[config.mk]
export PLATFORM = sky130hd
export DESIGN_NAME = zsy_disp_scan_ctrl
export DESIGN_NICKNAME = d
export VERILOG_FILES = /design/src/rtl/zsy_disp_pkg.sv /design/src/rtl/zsy_disp_lzb_mask.sv /design/src/rtl/zsy_disp_scan_ctrl.sv
export SDC_FILE = /design/constraint.sdc
export NUM_CORES = 1
export LEC_CHECK = 0
export BUFFER_PORTS_ARGS = -buffer_cell sky130_fd_sc_hd__buf_2
export CELL_PAD_IN_SITES_DETAIL_PLACEMENT = 1
export CELL_PAD_IN_SITES_GLOBAL_PLACEMENT = 2
export CORE_MARGIN = 1.5
export CORE_UTILIZATION = 40
export DETAILED_ROUTE_END_ITERATION = 12
export MAX_ROUTING_LAYER = met4
export PLACE_DENSITY_LB_ADDON = 0.15
export SYNTH_ARGS = -nofsm -noshare
export SYNTH_HDL_FRONTEND = slang
export SYNTH_SLANG_ARGS = --single-unit
[constraint.sdc]
create_clock -name clk -period 7.45 [get_ports clk]
set_input_delay 0.745 -clock clk [delete_from_list [all_inputs] [get_ports clk]]
set_output_delay 0.745 -clock clk [all_outputs]
set_load 0.005 [all_outputs]
[src/rtl/zsy_disp_pkg.sv]
// zsy_disp_pkg: scan state encoding, default timing constants and counter sizing
package zsy_disp_pkg;
  typedef enum logic [1:0] {ST_LAMP, ST_GUARD, ST_DRIVE} st_t;
  localparam int DEF_DIGITS = 4;
  localparam int DEF_DWELL = 1000;
  localparam int DEF_GUARD = 8;
  localparam int DEF_LT = 50000;
  localparam int DEF_LZB = 1;
  function automatic int cnt_w(input int a, input int b, input int c);
    int m;
    m = a > b ? a : b;
    m = m > c ? m : c;
    return $clog2(m + 1);
  endfunction
endpackage

[src/rtl/zsy_disp_lzb_mask.sv]
// zsy_disp_lzb_mask: flags leading-zero digits above digit 0 for blanking
module zsy_disp_lzb_mask #(
  parameter int DIGITS = 4,
  parameter int LZB = 1
) (
  input  logic [4*DIGITS-1:0] shadow,
  output logic [DIGITS-1:0]   mask
);
  logic z;
  always_comb begin
    mask = '0;
    z = 1'b1;
    for (int i = DIGITS - 1; i > 0; i--) begin
      z = z && shadow[4*i +: 4] == 4'd0;
      mask[i] = LZB != 0 && z;
    end
  end
endmodule

[src/rtl/zsy_disp_scan_ctrl.sv]
// zsy_disp_scan_ctrl: multiplexed 7-segment scan with tear-free frame commit, lamp test and blanking
module zsy_disp_scan_ctrl
  import zsy_disp_pkg::*;
#(
  parameter int DIGITS = DEF_DIGITS,
  parameter int DWELL_CYCLES = DEF_DWELL,
  parameter int GUARD_CYCLES = DEF_GUARD,
  parameter int LT_CYCLES = DEF_LT,
  parameter int LZB = DEF_LZB
) (
  input  logic                clk,
  input  logic                rst,
  input  logic                upd_valid,
  input  logic [4*DIGITS-1:0] upd_data,
  output logic                upd_ready,
  input  logic                lt_req,
  input  logic                blank,
  output logic [3:0]          dec_a,
  output logic                dec_le,
  output logic                dec_bi_n,
  output logic                dec_lt_n,
  output logic [DIGITS-1:0]   dig_sel,
  output logic                frame_tick
);
  localparam int CW = cnt_w(LT_CYCLES, DWELL_CYCLES, GUARD_CYCLES);
  localparam int IW = $clog2(DIGITS);
  st_t st, nst;
  logic [CW-1:0] cnt, ncnt, lim;
  logic [IW-1:0] idx, nidx;
  logic [4*DIGITS-1:0] shadow, nshadow, pending;
  logic [DIGITS-1:0] mask, n_dig_sel;
  logic [3:0] n_a;
  logic pend_full, npend_full, accept, commit, done, lamp, off;
  logic n_bi_n, n_le, n_lt_n, n_tick;
  zsy_disp_lzb_mask #(.DIGITS(DIGITS), .LZB(LZB)) u_lzb (.shadow(nshadow), .mask(mask));
  always_comb begin
    accept = upd_valid && upd_ready;
    commit = frame_tick && pend_full && !lt_req;
    npend_full = commit ? 1'b0 : accept ? 1'b1 : pend_full;
    nshadow = commit ? pending : shadow;
    lim = st == ST_LAMP ? CW'(LT_CYCLES - 1) : st == ST_GUARD ? CW'(GUARD_CYCLES - 1) : CW'(DWELL_CYCLES - 1);
    done = cnt == lim;
    nst = lt_req ? ST_LAMP : !done ? st : st == ST_GUARD ? ST_DRIVE : ST_GUARD;
    ncnt = lt_req ? CW'(LT_CYCLES - 1) : done ? '0 : cnt + 1'b1;
    nidx = (lt_req || st == ST_LAMP) ? '0 : !(done && st == ST_DRIVE) ? idx : idx == IW'(DIGITS - 1) ? '0 : idx + 1'b1;
    lamp = nst == ST_LAMP;
    off = blank || nst == ST_GUARD;
    n_dig_sel = lamp ? '1 : off ? '0 : DIGITS'(1) << nidx;
    n_bi_n = lamp || !(off || mask[nidx]);
    n_le = nst == ST_GUARD;
    n_lt_n = !lamp;
    n_a = lamp ? 4'd0 : nshadow[4*nidx +: 4];
    n_tick = nst == ST_DRIVE && nidx == IW'(DIGITS - 1) && ncnt == CW'(DWELL_CYCLES - 1);
  end
  always_ff @(posedge clk or posedge rst) begin
    if (rst) begin
      st <= ST_LAMP;
      cnt <= '0;
      idx <= '0;
      shadow <= '0;
      pending <= '0;
      pend_full <= 1'b0;
      upd_ready <= 1'b1;
      dig_sel <= '1;
      dec_a <= 4'd0;
      dec_le <= 1'b0;
      dec_bi_n <= 1'b1;
      dec_lt_n <= 1'b0;
      frame_tick <= 1'b0;
    end else begin
      st <= nst;
      cnt <= ncnt;
      idx <= nidx;
      shadow <= nshadow;
      pending <= accept ? upd_data : pending;
      pend_full <= npend_full;
      upd_ready <= !npend_full;
      dig_sel <= n_dig_sel;
      dec_a <= n_a;
      dec_le <= n_le;
      dec_bi_n <= n_bi_n;
      dec_lt_n <= n_lt_n;
      frame_tick <= n_tick;
    end
  end
endmodule

==> results.txt, run 1 <==
The later pin in the worst-skew pair is clocked with a latency of between 0.3 and 0.4 ns. The share of the cycle needed by the critical path after routing is 35.9%. Along the worst hold path, the cell count comes to 1. The repair_antennas step left the layout with diodes totalling 0. The flow ran to the end, and the final reports show no timing, DRC or antenna violations. The overflow left after global routing came out at 0. The number of instances in the synthesized netlist came out at approximately 270. The post-layout total power is around 0.0011 W.

The final setup violation count came out at 0. Of the total synthesized cell area, the portion taken by AND, OR, NAND and NOR gates is between 10% and 20%. The endpoint arrival time on the critical path came out at approximately 3 ns. The endpoint kind of the worst setup timing path is a flip-flop. In this run, the number of DRC markers left after iteration 0 of detailed routing was 49.

The final standard cell utilization of the core came out at between 40% and 50%. The data required time at the worst endpoint came out at approximately 7.7 ns. The routed length on met3 is 208 µm. Once the clock tree was built, the setup fixing pass inserted 0 buffers. The weighted congestion reported at the end of routability-driven placement came out at between 0.7 and 0.8.

The library cell used most frequently in the layout, excluding fill and tap cells, is sky130_fd_sc_hd__dfrtp_1. The fraction of post-synthesis cell area in the top cell type by area came out at between 40% and 50%. The timing-limited maximum frequency came out at ~370 MHz.

Counting I/O delays and the setup requirement, the final critical path takes ~2.7 ns. Entering global routing, the biggest net connects 67 pins. The synthesis-stage register bit count is 66. The number of placed instances with taps included is 398. The critical register-to-register path endpoint is frame_tick.

Summed over all instances, the cell type with the most area after synthesis is sky130_fd_sc_hd__dfrtp_1. The die boundary height came out at roughly 90 µm. The number of global-route vias before repair came out at 2314. Buffers inserted during clock tree synthesis total 9. The number of maximum-capacitance violations came out at 0. The total track usage came out at ~19%. The xor-xnor portion of the synthesized cell area is under 10%.

The synthesized area per cell came out at between 10 and 15 µm². For this design the static power due to leakage is 1.64 nW. The number of inserted filler cells in the final layout is about 900.

The number of nets handed over by synthesis was 297. The global-route wire length before repair is between 10 and 15 mm. The most used flip-flop cell after synthesis is sky130_fd_sc_hd__dfrtp_1. The number of hold violations in the final report came to 0. The I/O pin count is 34. The worst-case register-to-register setup slack is approximately 4.8 ns.

Buffers inserted to repair hold after CTS numbered 0. The clock tree from TritonCTS is yes. The fraction of final layout cells sized beyond drive strength 1 is between 30% and 40%.

The destination of the worst hold path is shadow[3]. The cell sitting at the root of the clock tree is a sky130_fd_sc_hd__clkbuf_8. The number of warning messages in the yosys log came out at 0. The routed wire length per instance came out at 17.3 µm.

The CTS clock-pin slew for the worst setup and hold paths came out at around 0.070 ns. The placement row count came out at 32. Of all nets on the critical path, the largest fanout is 7. The core box area came out at 7770 µm². The worst register-to-register path begins at cnt[0]. The layout-stage area growth over the synthesis result is 13.4%. The wire length on met2 is approximately 3.2 mm. The distinct cell type count of the synthesized netlist came out at 60.

Setup repair after global routing left no endpoint under its margin. The multiplexer fraction of the synthesized cell area came out at ~15%. In this run the worst hold path is classified as flip-flop to flip-flop.

The chip width came out at slightly above 90 µm. Yosys attributes the largest share of cell area to sky130_fd_sc_hd__dfrtp_1 47%, sky130_fd_sc_hd__mux2_2 12%, sky130_fd_sc_hd__dfstp_2 4.9%, sky130_fd_sc_hd__xnor2_1 3.3%, sky130_fd_sc_hd__mux2i_1 2.5%. For this block, wires on met1 add up to around 3.7 mm.

The remaining antenna violation count after routing came out at 0. The startpoint identified for the worst hold timing path is shadow[3]. In this run the cell area of the synthesized design comes to roughly 3200 µm².

The initial core utilization came out at 41.5%. Using the TritonRoute via totals, the vias-per-cell ratio works out to approximately 5.3. During placement, the flow inserted port buffers numbering 33. The number of cells upsized or downsized after cts is 0. The sequential cell area fraction in the yosys report is approximately 51%. The number of cells on the worst reg-to-reg path is 9. In the layout the commonest cells are 60 x sky130_fd_sc_hd__dfrtp_1, 35 x sky130_fd_sc_hd__mux2_2, 33 x sky130_fd_sc_hd__buf_2, 17 x sky130_fd_sc_hd__nor2_1. Yosys mapped a number of flops with a built-in enable equal to 0. The worst clock skew on the final layout is approximately 0.012 ns. The number of sinks handled by clock tree synthesis came out at 66. The worst max-slew margin expressed relative to the limit came out at 29.9%. Once layout is done, the placed cells without fillers occupy ~3700 µm². The number of antenna violations at the first check in global routing came out at 0. The depth of the CTS H-tree came out at 3. The number of nets in the final layout came out at 330. The number of non-filler instances in the completed layout is approximately 410.

The total via count after detailed routing came out at 2178. The total wirelength of the detailed-routed design came out at approximately 7 mm. The maximum clock insertion buffer count is 2. The setup TNS after final layout is 0 ns. The detailed placer's ending HPWL came out at 5.20 mm.

The total cell area at the placement stage came out at 3460 µm². The worst voltage drop across the vdd grid is 0.000120 V. After synthesis, the largest family of logic cells by area is simple AND/OR/NAND/NOR gates. In the routed design, unresolved DRC markers number 0. The first-pass iteration count of the detailed router is 4. The startpoint class of the critical path is a flip-flop. Power spread over the standard cell area amounts to approximately 310 nW/µm². The async set-reset flop share out of synthesis is 100%. The actual slew at the worst max-slew pin is 1.05 ns.

The worst setup path is of the flip-flop to flip-flop kind. The area enclosed by the die boundary is 8610 µm². In this run the top signal layer used is met4. The adder-cell area share of the yosys netlist is less than 1%.

Summing the areas of all compound-gate instances in the mapped netlist gives under 10% of the synthesized area. The number of slew-limit violations in the final report is 0.
-- worst max-delay path, stage by stage, from the launching register on --
cell,delay [ns]
sky130_fd_sc_hd__dfrtp_1,0.46
sky130_fd_sc_hd__ha_1,0.29
sky130_fd_sc_hd__and4bb_1,0.27
sky130_fd_sc_hd__o211ai_4,0.12
sky130_fd_sc_hd__or4_1,0.50
sky130_fd_sc_hd__and3_1,0.20
sky130_fd_sc_hd__or2_1,0.37
sky130_fd_sc_hd__clkinv_8,0.10
sky130_fd_sc_hd__nand2_4,0.05
sky130_fd_sc_hd__nor4_2,0.21
-- area by class of cell --
type	instances	area, µm²	area share (%)
Clock inverter	3	21.3	0.582
Clock buffer	13	169	4.62
Multi-Input combinational cell	184	1450	39.6
Timing Repair Buffer	34	173	4.73
Tap cell	102	128	3.49
Inverter	12	57.6	1.58
Sequential cell	66	1660	45.4
-- synthesized netlist by cell type, types with 4 or more instances --
cell type,instances
sky130_fd_sc_hd__nand2_1,10
sky130_fd_sc_hd__o21ai_0,5
sky130_fd_sc_hd__xnor2_1,12
sky130_fd_sc_hd__xor2_1,4
sky130_fd_sc_hd__dfrtp_1,60
sky130_fd_sc_hd__clkbuf_1,5
sky130_fd_sc_hd__o2bb2ai_1,4
sky130_fd_sc_hd__nor2_1,17
sky130_fd_sc_hd__mux2i_1,8
sky130_fd_sc_hd__dfstp_2,6
sky130_fd_sc_hd__inv_1,11
sky130_fd_sc_hd__a21o_1,5
sky130_fd_sc_hd__nor3_1,5
sky130_fd_sc_hd__nand2b_1,4
sky130_fd_sc_hd__nand3_1,9
sky130_fd_sc_hd__nand4_1,4
sky130_fd_sc_hd__nor4_1,6
sky130_fd_sc_hd__and3_1,5
sky130_fd_sc_hd__or3_1,4
sky130_fd_sc_hd__mux2_2,35
-- worst max-delay path by stage --
| stage | start | to | slack (ns) | depth (start not counted) |
|---|---|---|---|---|
| 2_1_floorplan | rst | cnt[0] | 5.06 | 1 |
| 3_3_place_gp | lt_req | dec_bi_n | 4.56 | 7 |
| 5_1_grt | st[1] | dec_a[0] | 4.56 | 6 |
| 3_5_place_dp | lt_req | dec_a[0] | 4.48 | 5 |
| 4_1_cts | cnt[0] | frame_tick | 4.76 | 9 |
| 6_report | cnt[0] | frame_tick | 4.78 | 9 |
-- logic make-up (layout without fill, tap and decap cells) --
| kind of cell | after synthesis | after routing |
|---|---|---|
| xor gates and xnor gates | 16 | 16 |
| and+or+nand+nor | 86 | 86 |
| buffers and inverters | 24 | 62 |
| AOI/OAI and AO/OA | 36 | 36 |
| DFF | 66 | 66 |
| adders and majority gates | 2 | 2 |
| muxes | 44 | 44 |
-- flip-flops by register name, summed over array words and instances (netlist names), 2 cells and up --
name,count
idx,2
cnt,16
st,2
dec_a,4
dig_sel,4
pending,16
shadow,16
-- layer usage --
metal | up-vias | track usage, %
li1 | 1049 | -
met1 | 1085 | 26.8
met2 | 35 | 28.3
met3 | 9 | 3.94
met4 | 0 | 6.44
met5 | - | -
-- metrics by stage --
step	setup WS, ns	hold slack (ns)
2_1_floorplan	5.06	0.436
3_3_place_gp	4.56	0.479
3_5_place_dp	4.48	0.485
4_1_cts	4.76	0.502
5_1_grt	4.56	0.523
6_report	4.78	0.497
-- where the power goes --
part	total, W	internal, W	switching (W)	leakage [nW]
logic	0.000334	0.000152	0.000182	0.719
clock network	0.000290	0.000149	0.000141	0.0960
registers	0.000523	0.000446	0.0000767	0.822
No activity file was read; power rests on OpenSTA's default activity.
==> run 2, diff against run 1 <==
--- a/config.mk
+++ b/config.mk
@@ -5,11 +5,12 @@
 export SDC_FILE = /design/constraint.sdc
 export NUM_CORES = 1
 export LEC_CHECK = 0
+export ABC_AREA = 1
 export BUFFER_PORTS_ARGS = -buffer_cell sky130_fd_sc_hd__buf_2
 export CELL_PAD_IN_SITES_DETAIL_PLACEMENT = 1
 export CELL_PAD_IN_SITES_GLOBAL_PLACEMENT = 2
 export CORE_MARGIN = 1.5
-export CORE_UTILIZATION = 40
+export CORE_UTILIZATION = 31
 export DETAILED_ROUTE_END_ITERATION = 12
 export MAX_ROUTING_LAYER = met4
 export PLACE_DENSITY_LB_ADDON = 0.15
==> constraint.sdc (replaced) <==
create_clock -name clk -period 2.4 [get_ports clk]
set_input_delay 0.24 -clock clk [delete_from_list [all_inputs] [get_ports clk]]
set_output_delay 0.24 -clock clk [all_outputs]
set_load 0.005 [all_outputs]
==> run 2 against run 1 <==
  * Critical path depth rose by 5
  * Die area up 35%
  * First-iteration DRC count rose by 35%
  * Highest routed layer unchanged
==> results.txt, run 2 <==
The total via count after detailed routing came out at 2855 (+31%). The global-route wire length before repair is 15.2 mm (+24%). The final critical-path required period came out at 2.18 ns (-0.495 ns). The synthesized area per cell is 7.82 µm² (-34%). The cell with the most instances after synthesis is sky130_fd_sc_hd__nand2_1. The net switching share of the total power came to 36.0% (+1.2 points). The depth of the CTS H-tree was 3 (unchanged). The met2 routing resource usage after global routing is 30.8% (+2.6 points).

The number of sinks handled by clock tree synthesis came out at 66 (unchanged). The number of DRC markers after the initial detailed-route iteration is 66 (+35%). The worst hold path belongs to the class input port to flip-flop.

In the layout the commonest cells are 135 x sky130_fd_sc_hd__nand2_1, 60 x sky130_fd_sc_hd__dfrtp_1, 55 x sky130_fd_sc_hd__inv_1, 38 x sky130_fd_sc_hd__nor2_1, 37 x sky130_fd_sc_hd__o21ai_0. The post-synthesis net count was 457 (+54%). The dominant cell type by area after synthesis is sky130_fd_sc_hd__dfrtp_1. The routed wire length per instance is 14.2 µm (-18%). In this run the critical register-to-register path is launched from cnt[0]. The placement row count is 38 (+19%).

The number of enable flip-flop cells after synthesis is 0 (unchanged). The number of slew-limit violations in the final report came out at 0 (unchanged). The total track usage came to 17.8% (-1.5 points). The largest family of logic cells by synthesized area is simple AND/OR/NAND/NOR gates. The fraction of power consumed by the clock network came out at 30.4% (+5.1 points). The detailed placer's ending HPWL is 6.72 mm (+29%).

The weighted congestion reported at the end of routability-driven placement is 0.752 (-3.7%). The distinct cell type count of the synthesized netlist is 29 (-52%). Among all flip-flop cells after synthesis, the most frequent one is sky130_fd_sc_hd__dfrtp_1. The flow ran to the end, and the final reports show no timing, DRC or antenna violations. The total clock buffers created by CTS is 9 (unchanged). The path with the worst hold slack has its endpoint at pending[9]. The maximum number of pins on one net before global-route repair is 43 (-36%).

The number of hold violations in the final report came to 0 (unchanged). The switching power of the nets came to 0.00136 W (+240%). The DRC violations left came out at 0 (unchanged). The post-synthesis instance area is 3390 µm² (+5.3%). The number of cell instances on the worst register-to-register path came out at 14 (+5).

The fraction of post-synthesis cell area in the top cell type by area is 44.2% (-2.3 points). The sequential cell area fraction in the yosys report came out at 48.9% (-2.6 points). The tree is rooted in a sky130_fd_sc_hd__clkbuf_8. The final setup violation count is 0 (unchanged).

In the synthesized netlist, the cells that appear most often are 135 x sky130_fd_sc_hd__nand2_1, 60 x sky130_fd_sc_hd__dfrtp_1, 56 x sky130_fd_sc_hd__inv_1. The worst-case register-to-register setup slack came to 0.22 ns (-4.55 ns). The number of warning messages in the yosys log is 0 (unchanged).

Setup repair after global routing left no endpoint under its margin. In this run the most used layer during global routing was met2. Yosys attributes the largest share of cell area to sky130_fd_sc_hd__dfrtp_1 44%, sky130_fd_sc_hd__nand2_1 15%, sky130_fd_sc_hd__inv_1 6.2%, sky130_fd_sc_hd__o21ai_0 5.5%, sky130_fd_sc_hd__dfstp_2 4.6%. The die boundary height is 108 µm (+16%).

The total of buffers placed on input and output ports came out at 33 (unchanged). The endpoint identified for the worst register-to-register timing path is dec_a[3]. The worst setup path is captured at a flip-flop. The synthesis-stage register bit count came to 66 (unchanged).

The multiplexer fraction of the synthesized cell area came out at 0% (-15 points). The timing-limited maximum frequency came out at 460 MHz (+23%). The number of global-route vias before repair came to 3052 (+32%).

The async set-reset flop share out of synthesis is 100% (unchanged). The worst voltage drop across the vdd grid is 0.000340 V (+180%). The initial core utilization was 31.6% (-9.9 points). From synthesis to final layout, the design area changed by 19.8%. The maximum clock insertion buffer count came to 2 (unchanged). The overflow left after global routing was 0 (unchanged).

The fraction of final layout cells sized beyond drive strength 1 is 21.1% (-13 points). The adder-cell area share of the yosys netlist is 0.737% (-0.039 points). The power density relative to cell area is 930 nW/µm² (+200%).

The area enclosed by the die boundary came out at 11600 µm² (+35%). The worst max-slew margin expressed relative to the limit came out at 60.0% (+30 points). Leaving out fill and tap cells, the most frequent cell in the layout is sky130_fd_sc_hd__nand2_1.

The worst clock skew on the final layout came to 0.0101 ns (-0.00167 ns). The number of instances in the synthesized netlist is 434 (+58%). The combinational cell fraction of total power is 30.8% (+1.7 points).

The total wirelength of the detailed-routed design was 8.90 mm (+25%). The remaining antenna violation count after routing is 0 (unchanged). The area fraction in compound gates after synthesis is 7.04% (-1.7 points). The internal power came to 0.00242 W (+220%).

The largest registers in the layout are cnt (16), pending (16), shadow (16). The count of antenna diodes in the layout is 0 (unchanged). TritonCTS built the clock tree. The number of nets in the final layout was 505 (+53%).

The final standard cell utilization of the core came out at 37.8% (-9.2 points). The number of antenna violations at the first check in global routing came out at 0 (unchanged). The data required time at the worst endpoint came out at 2.63 ns (-5.07 ns). The mean number of vias per cell came out at 4.55 (-13%). The startpoint identified for the worst hold timing path is upd_data[9]. The xor-xnor portion of the synthesized cell area is 1.29% (-3.1 points). The chip width came to 108 µm (+16%). The I/O pin count came out at 34 (unchanged). The first-pass iteration count of the detailed router is 6 (+2). The portion of total power attributed to sequential cells is 38.8% (-6.8 points). The core box area was 10700 µm² (+38%). The number of maximum-capacitance violations was 0 (unchanged). The simple-gate share of the synthesized area came out at 33.3% (+17 points).

The type of the worst setup path is flip-flop to flip-flop. The setup TNS after final layout came out at 0 ns (unchanged). The leakage power of the design is 2.04 nW (+25%). The global-route track usage on met3 is 3.27% (-0.67 points).

The share of the cycle needed by the critical path after routing is 90.7% (+55 points). The met1 track utilization from global routing was 21.0% (-5.8 points). The clock insertion delay at the later pin of the skew report is 0.35 ns (about the same).

The endpoint arrival time on the critical path came out at 2.41 ns (-0.51 ns). The startpoint class of the critical path is a flip-flop. The CTS clock-pin slew for the worst setup and hold paths came out at 0.08 ns (about the same).

The actual slew at the worst max-slew pin is 0.599 ns (-0.450 ns). The worst hold path stage count came out at 3 (+2). The peak fanout along the critical path is 7 (unchanged).
run 2: cell count changes in the layout (fill, tap and decap cells not counted), moves of 6 or more:
cell                      previous run  this run
sky130_fd_sc_hd__nand3_1             9        24
sky130_fd_sc_hd__nand4_1             4        15
sky130_fd_sc_hd__o21ai_0             5        37
sky130_fd_sc_hd__xnor2_1            12         0
sky130_fd_sc_hd__nor2_1             17        38
sky130_fd_sc_hd__nor4_1              6         0
sky130_fd_sc_hd__buf_4               1        13
sky130_fd_sc_hd__mux2i_1             8         0
sky130_fd_sc_hd__nand2_2             0         7
sky130_fd_sc_hd__mux2_2             35         0
sky130_fd_sc_hd__inv_1              10        55
sky130_fd_sc_hd__nand2_1            10       135
run 2: power by group through the flow:
| stage | logic [W] | registers (W) | clock network (W) |
|---|---|---|---|
| 6_report | 0.00116 | 0.00147 | 0.00115 |
| 5_1_grt | 0.00135 | 0.00150 | 0.00123 |
| 4_1_cts | 0.00119 | 0.00148 | 0.00119 |
| 3_5_place_dp | 0.00118 | 0.00150 | 0 |
| 3_3_place_gp | 0.00116 | 0.00149 | 0 |
| 2_1_floorplan | 0.000865 | 0.00145 | 0 |
run 2: worst max-delay path: stages, from the launching register on:
cell and delay, ns:
sky130_fd_sc_hd__dfrtp_1 0.40, sky130_fd_sc_hd__ha_1 0.21, sky130_fd_sc_hd__nand2_2 0.10, sky130_fd_sc_hd__inv_2 0.08
sky130_fd_sc_hd__nand2_1 0.08, sky130_fd_sc_hd__nor2_4 0.13, sky130_fd_sc_hd__nand2_2 0.10, sky130_fd_sc_hd__nor2_8 0.14
sky130_fd_sc_hd__nand3_4 0.12, sky130_fd_sc_hd__nand2_1 0.11, sky130_fd_sc_hd__nand2_1 0.08, sky130_fd_sc_hd__nor2_4 0.21
sky130_fd_sc_hd__inv_1 0.14, sky130_fd_sc_hd__nand2_1 0.11, sky130_fd_sc_hd__a21oi_1 0.07
run 2: cell families after synthesis:
kind of cell             after synthesis
flip-flops                            66
buffers and inverters                 72
XOR/XNOR                               5
AND/OR/NAND/NOR                      244
adder cells (fa/ha/maj)                2
AO/OA/AOI/OAI                         45
run 2: metrics by stage:
| step | total power (W) | std cells | cell area, µm² | hold WS (ns) | setup slack [ns] |
|---|---|---|---|---|---|
| 6_report | 0.00378 | 627 | 4070 | 0.0904 | 0.224 |
| 5_1_grt | 0.00409 | 627 | 4070 | 0.0943 | 0.00917 |
| 4_1_cts | 0.00385 | 625 | 4020 | 0.0791 | 0.00313 |
| 3_5_place_dp | 0.00267 | 608 | 3770 | 0.357 | 0.0646 |
| 3_3_place_gp | 0.00265 | 608 | 3770 | 0.345 | 0.106 |
| 2_1_floorplan | 0.00232 | 434 | 3390 | 0.306 | 0.515 |
run 2: layer usage:
metal | vias to the layer above | routed length, µm
met5 | - | 0
li1 | 1450 | -
met2 | 22 | 4690
met3 | 7 | 158
met4 | 0 | 93
met1 | 1376 | 3950
run 2: layout make-up:
class,instances,area [µm²]
clock buffers,9,124
clock inverters,7,118
fillers,1353,6680
inverters,61,229
multi-input cells,296,1470
flip-flops and latches,66,1660
well taps,140,175
repair buffers,48,293
run 2: timing repair:
action / 4_1_cts / 5_1_grt
hold buffers: 1 / 0
resized for setup: 0 / 5
endpoints found under the hold margin: 23 / 0
endpoints found under the setup margin: 0 / 10
setup buffers: 0 / 2
run 2: worst max path at each step:
stage	start	end	slack, ns	depth (start not counted)
6_report	cnt[0]	dec_a[3]	0.22	14
5_1_grt	cnt[0]	frame_tick	0.009	15
4_1_cts	cnt[0]	frame_tick	0.003	15
3_5_place_dp	cnt[0]	dec_a[0]	0.06	14
3_3_place_gp	cnt[0]	dec_a[2]	0.11	14
2_1_floorplan	rst	cnt[0]	0.52	1
==> run 3, diff against run 2 <==
--- a/config.mk
+++ b/config.mk
@@ -14,6 +14,7 @@
 export DETAILED_ROUTE_END_ITERATION = 12
 export MAX_ROUTING_LAYER = met4
 export PLACE_DENSITY_LB_ADDON = 0.15
+export RECOVER_POWER = 100
 export SYNTH_ARGS = -nofsm -noshare
 export SYNTH_HDL_FRONTEND = slang
 export SYNTH_SLANG_ARGS = --single-unit
==> run 3 against run 2 <==
  * Setup slack lost 0.0022 ns
  * Design area shrank 1.3%
  * Sequential share of layout area grew 0.53 points
  * Register-to-register slack is essentially flat
  * Die area is the same
  * Final cell count is the same
  * Maximum frequency shrank 0.10%
  * Global-route usage is the same
  * First-iteration DRC count grew 32%
  * Critical path depth is the same
  * Largest cell class unchanged
  * Highest routed layer unchanged
==> results.txt, run 3 (synthesis results as in run 2) <==
In this run the critical register-to-register path is launched from cnt[0]. The internal power came out at 0.00240 W (-0.62%). The core box area is 10700 µm² (unchanged). The area enclosed by the die boundary is 11600 µm² (unchanged). The placement row count was 38 (unchanged).

The DRC violations left came out at 0 (unchanged). The largest registers in the layout are cnt (16), pending (16), shadow (16). The tree is rooted in a sky130_fd_sc_hd__clkbuf_8. The global-route wire length before repair is 15.2 mm (unchanged). The flow ran to the end, and the final reports show no timing, DRC or antenna violations. The number of inserted filler cells in the final layout is 1362 (+0.67%). The number of sinks handled by clock tree synthesis is 66 (unchanged). The mean number of vias per cell came out at 4.57 (+0.32%). The actual slew at the worst max-slew pin came to 1.04 ns (+0.437 ns). The number of antenna violations at the first check in global routing is 0 (unchanged). The share of the cycle needed by the critical path after routing is 90.8% (+0.092 points). The worst voltage drop across the vdd grid came out at 0.000339 V (-0.21%). The fraction of final layout cells sized beyond drive strength 1 is 17.9% (-3.3 points). The remaining antenna violation count after routing is 0 (unchanged). The maximum clock insertion buffer count came out at 2 (unchanged). The endpoint arrival time on the critical path came out at 2.41 ns (about the same). The post-layout total power is 0.00376 W (-0.65%). The setup path with the least slack is of type flip-flop to flip-flop. The leakage power of the design came to 2.00 nW (-2.2%). The number of DRC markers after the initial detailed-route iteration is 87 (+32%). The critical path launch point is cnt[0]. The number of hold violations in the final report is 0 (unchanged). The combined flip-flop and latch cell area is 1660 µm² (unchanged). The first-pass iteration count of the detailed router was 6 (unchanged). The weighted congestion reported at the end of routability-driven placement came out at 0.752 (unchanged). The number of nets in the final layout came out at 505 (unchanged).

The clock tree from TritonCTS is yes. The worst setup path is captured at a flip-flop. The CTS clock-pin slew for the worst setup and hold paths is 0.08 ns (about the same). The I/O pin count came to 34 (unchanged). The timing-limited maximum frequency came out at 459 MHz (-0.10%). The count of antenna diodes in the layout came out at 0 (unchanged). The setup TNS after final layout came out at 0 ns (unchanged). The number of global-route vias before repair is 3052 (unchanged). The number of slew-limit violations in the final report is 0 (unchanged).

The total wirelength of the detailed-routed design came to 8.91 mm (+0.10%). The routed wire length per instance came to 14.2 µm (+0.10%). Setup repair after global routing left no endpoint under its margin.

The path category of the worst min-delay check is input port to flip-flop. The combinational cell fraction of total power came out at 30.3% (-0.5 points). The peak fanout along the critical path is 7 (unchanged). The die boundary height came out at 108 µm (unchanged).

The data required time at the worst endpoint is 2.63 ns (about the same). The depth of the CTS H-tree is 3 (unchanged). The power density relative to cell area is 936 nW/µm² (+0.65%).

The initial core utilization is 31.6% (unchanged). The total clock buffers created by CTS was 9 (unchanged). Leaving out fill and tap cells, the most frequent cells in the layout are 135 x sky130_fd_sc_hd__nand2_1, 60 x sky130_fd_sc_hd__dfrtp_1, 56 x sky130_fd_sc_hd__inv_1, 39 x sky130_fd_sc_hd__nor2_1, 37 x sky130_fd_sc_hd__o21ai_0. The chip width came out at 108 µm (unchanged). The total via count after detailed routing is 2864 (+0.32%). The final critical-path required period was 2.18 ns (+0.00221 ns). STA classifies the critical path startpoint as a flip-flop. The worst clock skew on the final layout is 0.0102 ns (+0.000105 ns).

The total of buffers placed on input and output ports came out at 33 (unchanged). The portion of total power attributed to sequential cells is 39.1% (+0.3 points). The fraction of power consumed by the clock network is 30.6% (+0.2 points). The number of maximum-capacitance violations came out at 0 (unchanged). The net switching share of the total power is 36.0% (about the same). The most common cell after layout, fill and taps aside is sky130_fd_sc_hd__nand2_1. The switching power of the nets came out at 0.00135 W (-0.72%). The multi-input logic area came out at 1460 µm² (-0.85%).

The clock insertion delay at the later pin of the skew report came out at 0.35 ns (about the same). In this run the most critical hold path is launched from upd_data[9]. The overflow left after global routing came out at 0 (unchanged).

The final setup violation count came out at 0 (unchanged). The total track usage came out at 17.8% (unchanged). The worst max-slew margin expressed relative to the limit came out at 30.9% (-29 points). The detailed placer's ending HPWL is 6.72 mm (unchanged). Compared with the post-synthesis result, the final layout area differs by 18.3%. The maximum number of pins on one net before global-route repair came out at 43 (unchanged).
[run 3: layout make-up]
| class | count | area share, % |
|---|---|---|
| clock buffers | 9 | 3.09 |
| repair buffers | 48 | 6.30 |
| inverters | 61 | 5.71 |
| flip-flops and latches | 66 | 41.3 |
| multi-input cells | 296 | 36.3 |
| well taps | 140 | 4.37 |
| clock inverters | 7 | 2.93 |
[run 3: layer usage]
| metal | GRT usage (%) | routed length [µm] | up-vias |
|---|---|---|---|
| li1 | - | - | 1452 |
| met1 | 21.0 | 3970 | 1383 |
| met2 | 30.8 | 4680 | 22 |
| met3 | 3.27 | 157 | 7 |
| met4 | 5.36 | 93 | 0 |
| met5 | - | 0 | - |
[run 3: power by group through the flow]
stage               clock [W]  combinational [W]  sequential [W]
floorplan                   0           0.000865         0.00145
global placement            0            0.00116         0.00149
detailed placement          0            0.00118         0.00150
CTS                   0.00119            0.00119         0.00148
global route          0.00123            0.00133         0.00150
finish                0.00115            0.00114         0.00147
[run 3: repair_timing]
item                       in CTS  in global routing
hold endpoints to repair       23                  0
setup endpoints to repair       0                 10
gates resized for setup         0                  5
buffers inserted                0                  2
hold buffers                    1                  0
[run 3: worst paths after layout]
kind,to,slack [ns],cells past startpoint
min in group asynchronous,pending[6],0.68,3
max reg2reg,dec_a[3],0.22,14
max in group asynchronous,pending[10],0.47,4
min,pending[9],0.09,3
min reg2reg,pending[9],0.48,2
max,dec_a[3],0.22,14
[run 3: metrics by stage]
step	hold slack (ns)	setup slack [ns]	cells	instance area, µm²	utilization [%]
floorplan	0.306	0.515	434	3390	-
global placement	0.345	0.106	608	3770	35.1
detailed placement	0.357	0.0646	608	3770	35.1
CTS	0.0791	0.00313	625	4020	37.4
global route	0.0943	0.00911	627	4010	37.3
finish	0.0907	0.222	627	4010	37.3
[run 3: critical path: stages (launching register included)]
cell and delay [ns]:
sky130_fd_sc_hd__dfrtp_1 0.40, sky130_fd_sc_hd__ha_1 0.21, sky130_fd_sc_hd__nand2_2 0.10, sky130_fd_sc_hd__inv_2 0.08, sky130_fd_sc_hd__nand2_1 0.08, sky130_fd_sc_hd__nor2_4 0.13, sky130_fd_sc_hd__nand2_2 0.10, sky130_fd_sc_hd__nor2_8 0.14
sky130_fd_sc_hd__nand3_4 0.12, sky130_fd_sc_hd__nand2_1 0.11, sky130_fd_sc_hd__nand2_1 0.08, sky130_fd_sc_hd__nor2_4 0.21, sky130_fd_sc_hd__inv_1 0.14, sky130_fd_sc_hd__nand2_1 0.11, sky130_fd_sc_hd__a21oi_1 0.07
